File: config.mk
export PLATFORM = sky130hd
export DESIGN_NAME = fwd_hazard_unit
export DESIGN_NICKNAME = d
export VERILOG_FILES = /design/src/rtl/pipeline_pkg.sv /design/src/rtl/fwd_select.sv /design/src/rtl/fwd_hazard_unit.sv
export SDC_FILE = /design/constraint.sdc
export NUM_CORES = 1
export LEC_CHECK = 0
export CAP_MARGIN = 25
export CORE_ASPECT_RATIO = 0.9
export CORE_UTILIZATION = 25
export CTS_BUF_LIST = sky130_fd_sc_hd__clkbuf_2 sky130_fd_sc_hd__clkbuf_4 sky130_fd_sc_hd__clkbuf_8
export DETAILED_ROUTE_END_ITERATION = 8
export DONT_BUFFER_PORTS = 1
export GPL_TIMING_DRIVEN = 0
export PLACE_DENSITY = 0.41
export RECOVER_POWER = 50
export SETUP_SLACK_MARGIN = 0.02
export SYNTH_ARGS = -nofsm -noshare
export SYNTH_HDL_FRONTEND = slang
export SYNTH_SLANG_ARGS = --single-unit
File: constraint.sdc
create_clock -name clk -period 6.46 [get_ports clk]
set_clock_uncertainty 0.2 [all_clocks]
set_input_delay 0.969 -clock clk [delete_from_list [all_inputs] [get_ports clk]]
set_output_delay 0.969 -clock clk [all_outputs]
set_load 0.01 [all_outputs]
File: src/rtl/pipeline_pkg.sv
// Shared definitions for the forwarding/hazard unit: forward-select encodings and the
// shadow-pipeline entry that tracks one in-flight instruction.
package pipeline_pkg;

  localparam int unsigned REG_NUM_BITWIDTH = 5;

  localparam logic [1:0] FWD_REG    = 2'b00;
  localparam logic [1:0] FWD_MEM_WB = 2'b01;
  localparam logic [1:0] FWD_EX_MEM = 2'b10;

  typedef struct packed {
    logic [REG_NUM_BITWIDTH-1:0] rd;
    logic                        reg_write;
    logic                        mem_read;
  } shadow_entry_t;

  localparam int unsigned SHADOW_ENTRY_W = $bits(shadow_entry_t);

  localparam shadow_entry_t BUBBLE = '0;

  // A source hits an entry when it is really read, is not x0, and the entry writes it.
  function automatic logic src_hits(logic [REG_NUM_BITWIDTH-1:0] rs, logic uses,
                                    shadow_entry_t entry);
    return uses && (rs != '0) && entry.reg_write && (entry.rd == rs);
  endfunction

endpackage

File: src/rtl/fwd_select.sv
// Compares one ID source register against the EX and MEM shadow entries and returns the
// forward select it would need once it reaches execute.
module fwd_select
  import pipeline_pkg::*;
(
  input  logic [REG_NUM_BITWIDTH-1:0] rs,
  input  logic                        uses,
  input  shadow_entry_t               ex_entry,
  input  shadow_entry_t               mem_entry,
  output logic [1:0]                  sel,
  output logic                        ex_hit
);

  logic mem_hit;

  always_comb begin
    ex_hit  = src_hits(rs, uses, ex_entry);
    mem_hit = src_hits(rs, uses, mem_entry);
    sel     = FWD_REG;
    // The EX entry is the youngest writer, so it shadows an older MEM writer of the same rd.
    if (ex_hit) begin
      sel = FWD_EX_MEM;
    end else if (mem_hit) begin
      sel = FWD_MEM_WB;
    end
  end

endmodule

File: src/rtl/fwd_hazard_unit.sv
// Forwarding and load-use hazard control: shadows the EX/MEM/WB destinations, registers the
// execute-stage forward selects, raises stall for load-use pairs and counts stall cycles.
module fwd_hazard_unit #(
  parameter int unsigned REG_NUM_BITWIDTH = 5,
  parameter int unsigned CNT_BITWIDTH     = 16
) (
  input  logic                        clk,
  input  logic                        rst,
  input  logic                        id_valid,
  input  logic [REG_NUM_BITWIDTH-1:0] id_rs1,
  input  logic [REG_NUM_BITWIDTH-1:0] id_rs2,
  input  logic                        id_uses_rs1,
  input  logic                        id_uses_rs2,
  input  logic [REG_NUM_BITWIDTH-1:0] id_rd,
  input  logic                        id_regWrite,
  input  logic                        id_memRead,
  input  logic                        flush,
  output logic [1:0]                  forwardA,
  output logic [1:0]                  forwardB,
  output logic                        stall,
  output logic [CNT_BITWIDTH-1:0]     stall_count
);

  pipeline_pkg::shadow_entry_t ex_q, ex_d;
  pipeline_pkg::shadow_entry_t mem_q, mem_d;
  pipeline_pkg::shadow_entry_t wb_q, wb_d;
  pipeline_pkg::shadow_entry_t id_entry;

  logic [1:0]              fwd_a_q, fwd_a_d;
  logic [1:0]              fwd_b_q, fwd_b_d;
  logic [CNT_BITWIDTH-1:0] cnt_q, cnt_d;

  logic [1:0] sel_a, sel_b;
  logic       ex_hit_a, ex_hit_b;
  logic       take_id;

  fwd_select u_fwd_select_rs1 (
    .rs        (id_rs1),
    .uses      (id_uses_rs1),
    .ex_entry  (ex_q),
    .mem_entry (mem_q),
    .sel       (sel_a),
    .ex_hit    (ex_hit_a)
  );

  fwd_select u_fwd_select_rs2 (
    .rs        (id_rs2),
    .uses      (id_uses_rs2),
    .ex_entry  (ex_q),
    .mem_entry (mem_q),
    .sel       (sel_b),
    .ex_hit    (ex_hit_b)
  );

  always_comb begin
    id_entry           = pipeline_pkg::BUBBLE;
    id_entry.rd        = id_rd;
    id_entry.reg_write = id_regWrite;
    id_entry.mem_read  = id_memRead;

    // A load in EX cannot supply its data until MEM, so its consumer waits one cycle.
    stall   = id_valid && !flush && ex_q.mem_read && (ex_hit_a || ex_hit_b);
    take_id = id_valid && !stall && !flush;

    ex_d  = take_id ? id_entry : pipeline_pkg::BUBBLE;
    mem_d = flush ? pipeline_pkg::BUBBLE : ex_q;
    wb_d  = mem_q;

    fwd_a_d = take_id ? sel_a : pipeline_pkg::FWD_REG;
    fwd_b_d = take_id ? sel_b : pipeline_pkg::FWD_REG;

    cnt_d = cnt_q;
    if (stall && (cnt_q != '1)) begin
      cnt_d = cnt_q + 1'b1;
    end
  end

  always_ff @(posedge clk) begin
    if (rst) begin
      ex_q    <= pipeline_pkg::BUBBLE;
      mem_q   <= pipeline_pkg::BUBBLE;
      wb_q    <= pipeline_pkg::BUBBLE;
      fwd_a_q <= pipeline_pkg::FWD_REG;
      fwd_b_q <= pipeline_pkg::FWD_REG;
      cnt_q   <= '0;
    end else begin
      ex_q    <= ex_d;
      mem_q   <= mem_d;
      wb_q    <= wb_d;
      fwd_a_q <= fwd_a_d;
      fwd_b_q <= fwd_b_d;
      cnt_q   <= cnt_d;
    end
  end

  assign forwardA    = fwd_a_q;
  assign forwardB    = fwd_b_q;
  assign stall_count = cnt_q;

endmodule

==> results.toml, run 1 <==
[pwr]
p_leak_nw = 0.6051
pwr-share-comb_pct = 3.8
power.total_mw = 0.3943
p_seq_share_pct = 52.3
clock_power_share_pct = 43.8
peakVddDrop_mv = 0.07926
swShare_pct = 21.73
switching_power_mw = 0.08569
internal_power_mw = 0.3086
p_per_area_mw_per_mm2 = 226.4

[timing]
rsz0062_at_grt = "false"
slew_headroom_pct = 62.34
min_period_ps = 3390
setup_violations = 0
fmax_mhz = 295.0
final.period_utilization_pct = 52.47
finalHoldViolations = 0
setup_tns_ps = 0
drv_slew = 0
tightest_slew_ps = 560.6

[setup_path]
crit_slowest_cell = "a21oi_1"
path_cells = "xor2_1 -> nor4_1 -> nand4b_1 -> a21oi_1"
cp_data_arrival_time_ps = 2220
worstPathRequired_ps = 5290
crit_path_max_fanout = 6
start_kind = "input pin"
worstPathBufferInverterCount = 0
cpPeakStageDelay_ps = 410
end_kind = "output pin"
path_class = "in2out"
critPathTopFamily = "simple AND/OR/NAND/NOR gates"

[cts]
clockBufferDepth = 2
cts-buffers-inserted = 5
cts_root_buf = "clkbuf_8"
clk_pin_slew_worst_paths_ps = 60
cts_setup_buffers = 0
worstSkewPairLatency_ps = 290
cts_tree = "done"
htree_levels = 2
cts.sinks = 33
cts_resized = 0
hold_buffers = 0

[floorplanning]
pin_count = 44
die-area_sq_mm = 0.006556
die_w_um = 85.24
core_sq_mm = 0.005856
rows = 26
die_h_um = 76.92
initial_utilization_pct = 26.62

[run_status]
outcome = "finished, final reports clean"

[global_route]
antenna_found_initial = 0
grt_max_degree = 11
overflow = 0
grt_pass1_wl_mm = 6.037
grt_pass1_vias = 1191
grtUsageTotal_pct = 12.20

[routing]
wl_per_cell_um = 15.35
vias_per_cell = 5.098
ant_nets = 0
drt_iter0_markers = 28
first_pass_iters = 4
vias = 1249
wl_mm = 3.761
drc = 0

[layout]
area_growth_syn_to_layout_pct = 11.72
drive_gt1_share_pct = 9.714
num_antenna_cells = 0
layout_commonest_cell = "dfxtp_1"
mostFrequentLayoutCells = "33 x dfxtp_1, 13 x xor2_1, 13 x a21oi_1"
fin_nets = 198

[yosys]
synth_fp_nets = 191
yosysSeqAreaShare_pct = 42.38
yosys_warnings = 0
synthCells = 167
yosysUniqueCellTypes = 39
synthesis.area_sq_mm = 0.001559
ys_ff_latch = 33
syn_area_per_cell_sq_um = 9.335

[placed_design]
hpwl_mm = 2.882
gp_congestion = 0.7915
portBuffers = 0

[flow_run]
max_cap_violations = 0

[min_path]
hold_path.class = "reg2reg"
-- path summary, 6_finish.rpt --
check | to | slack, ps | from | cells after the start
max reg2reg | stall_count[12] | 3800 | ex_q[3] | 6
min reg2reg | forwardA[0] | 290 | mem_q[1] | 1
min | forwardA[0] | 290 | mem_q[1] | 1
max | stall | 3070 | id_rs2[1] | 4
-- synthesized netlist by cell type --
master / count / area (sq um)
buf_2: 1 / 5.000
nand2_1: 5 / 18.77
nand4b_2: 1 / 15.01
xor2_1: 13 / 113.9
a21o_1: 1 / 7.510
and3_1: 2 / 12.51
ha_1: 1 / 12.51
nor3_1: 1 / 5.000
nand4b_1: 1 / 8.760
nor4b_2: 1 / 15.01
mux2_2: 2 / 22.52
a211o_1: 1 / 8.760
dfxtp_1: 33 / 660.6
nand2b_1: 1 / 6.260
and2_1: 14 / 87.58
or4_1: 5 / 37.54
o21ai_0: 7 / 35.03
clkbuf_1: 2 / 7.510
nor4_1: 4 / 25.02
xnor2_1: 9 / 78.83
a311o_1: 1 / 10.01
o31ai_1: 3 / 22.52
nor2b_1: 3 / 18.77
o31a_1: 1 / 8.760
and2b_1: 1 / 7.510
nand3_1: 9 / 45.04
a211oi_1: 1 / 7.510
nand3b_1: 1 / 7.510
o21ba_2: 1 / 10.01
clkbuf_2: 1 / 5.000
a21oi_1: 13 / 65.06
a31o_2: 1 / 8.760
nor4_2: 1 / 12.51
and4_1: 5 / 43.79
nand4_1: 3 / 18.77
buf_6: 1 / 11.26
or3_1: 5 / 31.28
nor2_1: 8 / 30.03
inv_1: 3 / 11.26
-- per-layer routing --
layer	GRT usage (%)	share of wire [%]	up-vias
met4	4.576	1.4	0
met2	17.98	43	42
met1	15.25	47	590
li1	-	-	613
met5	0	0	-
met3	5.920	7.7	4
-- power groups by stage --
stage          clock, mW  combinational (mW)  sequential (mW)
5_1_grt            0.189              0.0171            0.206
2_1_floorplan          0              0.0124            0.211
4_1_cts            0.180              0.0154            0.206
6_report           0.173              0.0151            0.206
3_3_place_gp           0              0.0148            0.211
3_5_place_dp           0              0.0154            0.211
-- logic make-up after synthesis --
group           count (synthesis)  synth area share [%]
simple gates                   71                 28.65
flops                          33                 42.38
compound gates                 30                 11.80
xor+xnor                       22                 12.36
buf+inv                         8                 2.568
mux                             2                 1.445
fa+ha+maj                       1                0.8024
-- per-stage QoR --
| step | cells | hold WS, ps | util [%] | instance area, sq um | setup WS (ps) |
|---|---|---|---|---|---|
| floorplan | 167 | 261.5 | - | 1559 | 3291 |
| CTS | 245 | 296.8 | 29.85 | 1748 | 3016 |
| detailed placement | 237 | 288.0 | 28.12 | 1647 | 3025 |
| global placement | 237 | 278.2 | 28.12 | 1647 | 3098 |
| global route | 245 | 324.2 | 29.74 | 1742 | 2868 |
| finish | 245 | 290.8 | 29.74 | 1742 | 3070 |
-- state kept, by name (all words and copies together), names as in the netlist --
signal / count
forwardB: 2
mem_q: 6
forwardA: 2
ex_q: 7
stall_count: 16
-- layout make-up --
type | instances | area, sq um
well taps | 70 | 87.58
clock buffers | 7 | 96.34
clock inverters | 1 | 5.005
inverters | 3 | 11.26
multi-input cells | 126 | 852.1
flip-flops and latches | 33 | 660.6
fillers | 644 | 4114
plain buffers | 5 | 28.78
(Power assumes the default switching activity.)
==> run 2: changes to the inputs <==
==> constraint.sdc (replaced) <==
create_clock -name clk -period 3.55 [get_ports clk]
set_clock_uncertainty 0.2 [all_clocks]
set_input_delay 0.5325 -clock clk [delete_from_list [all_inputs] [get_ports clk]]
set_output_delay 0.5325 -clock clk [all_outputs]
set_load 0.01 [all_outputs]
==> results of run 2 <==
The final DEF is identical to that of run 1. Status: finished, final reports clean.
Main changes from that run: setup slack after placement 3025 ps -> 711.7 ps; clock-pin slew on the worst setup and hold paths 60 ps -> 70 ps; setup slack after layout 3070 ps -> 890.6 ps; hold slack 290.8 ps -> 165.3 ps; start point of the critical path id_rs2[1] -> ex_q[3]; end point of the critical path stall -> stall_count[12]; register-to-register setup slack 3800 ps -> 890 ps; end point of the worst hold path forwardA[0] -> ex_q[3]; total power 0.3943 mW -> 0.7175 mW; worst IR drop on VDD 0.07926 mV -> 0.1442 mV
==> run 3: changes to the inputs <==
==> constraint.sdc (replaced) <==
create_clock -name clk -period 2.56 [get_ports clk]
set_clock_uncertainty 0.2 [all_clocks]
set_input_delay 0.384 -clock clk [delete_from_list [all_inputs] [get_ports clk]]
set_output_delay 0.384 -clock clk [all_outputs]
set_load 0.01 [all_outputs]
==> run 3 against run 2 <==
Die area is the same. Combinational power is 49% higher. Sequential share of layout area is 2.4 points lower. Hold slack worse by 150 ps. Critical path type unchanged. Largest power group unchanged.
==> results.toml, run 3 (same netlist as run 1, synthesis figures left out) <==
[pwr]
p_per_area_mw_per_mm2 = 535.1
power.total_mw = 0.9975
peakVddDrop_mv = 0.2073
p_leak_nw = 0.6627

[routing]
wl_per_cell_um = 15.34
first_pass_iters = 4
vias_per_cell = 5.107
wl_mm = 3.882
drc = 0
drt_iter0_markers = 37
vias = 1292
ant_nets = 0

[min_path]
hold_path.class = "in2reg"
hold_path_depth = 1

[setup_path]
regToRegSetupSlack_ps = 70
r2r_cells = 8
crit_path_max_fanout = 5
cp_data_arrival_time_ps = 2510
cp_common_cell = "buf_6"
crit-reg2reg-launch = "ex_q[4]"
path_class = "reg2reg"
path_cells = "xor2_1 -> nor4_2 -> nand4b_1 -> buf_6 -> a211o_1 -> buf_6 -> or4_4 -> a21oi_1"
critPathLaunch = "ex_q[4]"
crit_slowest_cell = "or4_4"
r2r-end = "stall_count[15]"
endpoint = "stall_count[15]"
end_kind = "flop"
cpPeakStageDelay_ps = 460
start_kind = "flop"
worstPathRequired_ps = 2580

[cts]
worstSkewPairLatency_ps = 280
cts-buffers-inserted = 5
cts_tree = "done"
htree_levels = 2
clockBufferDepth = 2
cts_root_buf = "clkbuf_8"
clk_pin_slew_worst_paths_ps = 70
cts.sinks = 33

[global_route]
grt_pass1_wl_mm = 6.092
antenna_found_initial = 0
grt_pass1_vias = 1214
overflow = 0
grt_max_degree = 11
grtUsageTotal_pct = 12.27

[layout]
fin_util_pct = 31.84
mostFrequentLayoutCells = "31 x dfxtp_1, 13 x xor2_1, 12 x a21oi_1, 12 x and2_1, 9 x xnor2_1"
fin_cells = 253
drive_gt1_share_pct = 18.58
fin_area_sq_mm = 0.001864
largest_register_ffs = 16
layout_commonest_cell = "dfxtp_1"
area_growth_syn_to_layout_pct = 19.58
num_antenna_cells = 0
fin_nets = 206

[timing]
min_period_ps = 2488
setup_violations = 0
drv_slew = 0
fmax_mhz = 401.9
tightest_slew_ps = 480.5
fin_ws_ps = 71.87
slew_headroom_pct = 67.97
finalHoldViolations = 0
final.period_utilization_pct = 97.19
rsz0062_at_grt = "true"

[floorplanning]
core_sq_mm = 0.005856
initial_utilization_pct = 26.62
die_w_um = 85.24
die_h_um = 76.92
die-area_sq_mm = 0.006556
rows = 26
pin_count = 44

[placed_design]
portBuffers = 0
place_inst = 237
hpwl_mm = 2.882
gp_congestion = 0.7915
place_area_sq_mm = 0.001647
dp_slack_ps = -129.8

[flow_run]
max_cap_violations = 0

[run_status]
outcome = "finished, final reports clean"
==> run 3: cell types whose count changed in the layout (fill, tap and decap cells not counted), sizes merged <==
cell         previous run  this run
buf                     2         9
dlygate4sd3             0         1
==> run 3: how the worst min path moves through the flow <==
stage,end,from,slack [ps]
after floorplan,forwardA[0],mem_q[1],260
after global placement,forwardA[0],mem_q[1],280
after detailed placement,forwardA[0],mem_q[1],290
after CTS,ex_q[3],id_rd[1],7
after global routing,ex_q[3],id_rd[1],0.6
final,ex_q[3],id_rd[1],20
==> run 3: worst max-delay path: cells and delay by family, from the launching register on <==
family / cells / cell delay [ps]
compound gates: 2 / 480
xor+xnor: 1 / 170
buf+inv: 2 / 290
flops: 1 / 340
simple gates: 3 / 940
==> run 3: power by group <==
group          total [mW]  leakage (nW)  switching, mW  internal (mW)
Combinational      0.0410         0.341         0.0205         0.0205
Clock               0.436        0.0542          0.193          0.243
Sequential          0.521         0.267        0.00356          0.517
==> run 3: layer usage <==
layer | track usage [%] | part of all wire (%) | wire [um]
met1 | 15.45 | 44 | 1727
met2 | 17.98 | 45 | 1759
met3 | 5.920 | 8.6 | 335
met4 | 4.576 | 1.5 | 59
met5 | 0 | 0 | 0
==> run 3: what timing repair did <==
item	in CTS	in global routing
endpoints found under the setup margin	11	9
hold buffers	0	1
cloned	0	1
resized for setup	3	11
setup buffers	2	4
pin swaps	1	6
endpoints found under the hold margin	0	1
==> run 3: through the flow <==
step           hold slack [ps]  TNS (ps)
6_report                 16.28         0
3_3_place_gp             278.2    -204.4
3_5_place_dp             288.0    -797.0
2_1_floorplan            261.5         0
5_1_grt                 0.6433    -29.02
4_1_cts                  7.277         0
==> run 3: area by class of cell <==
class	instances	area, sq um
clock inverters	1	5.005
multi-input cells	126	905.9
clock buffers	7	96.34
plain buffers	5	31.28
fillers	631	3991
repair buffers	8	63.81
inverters	3	11.26
flip-flops and latches	33	663.1
well taps	70	87.58
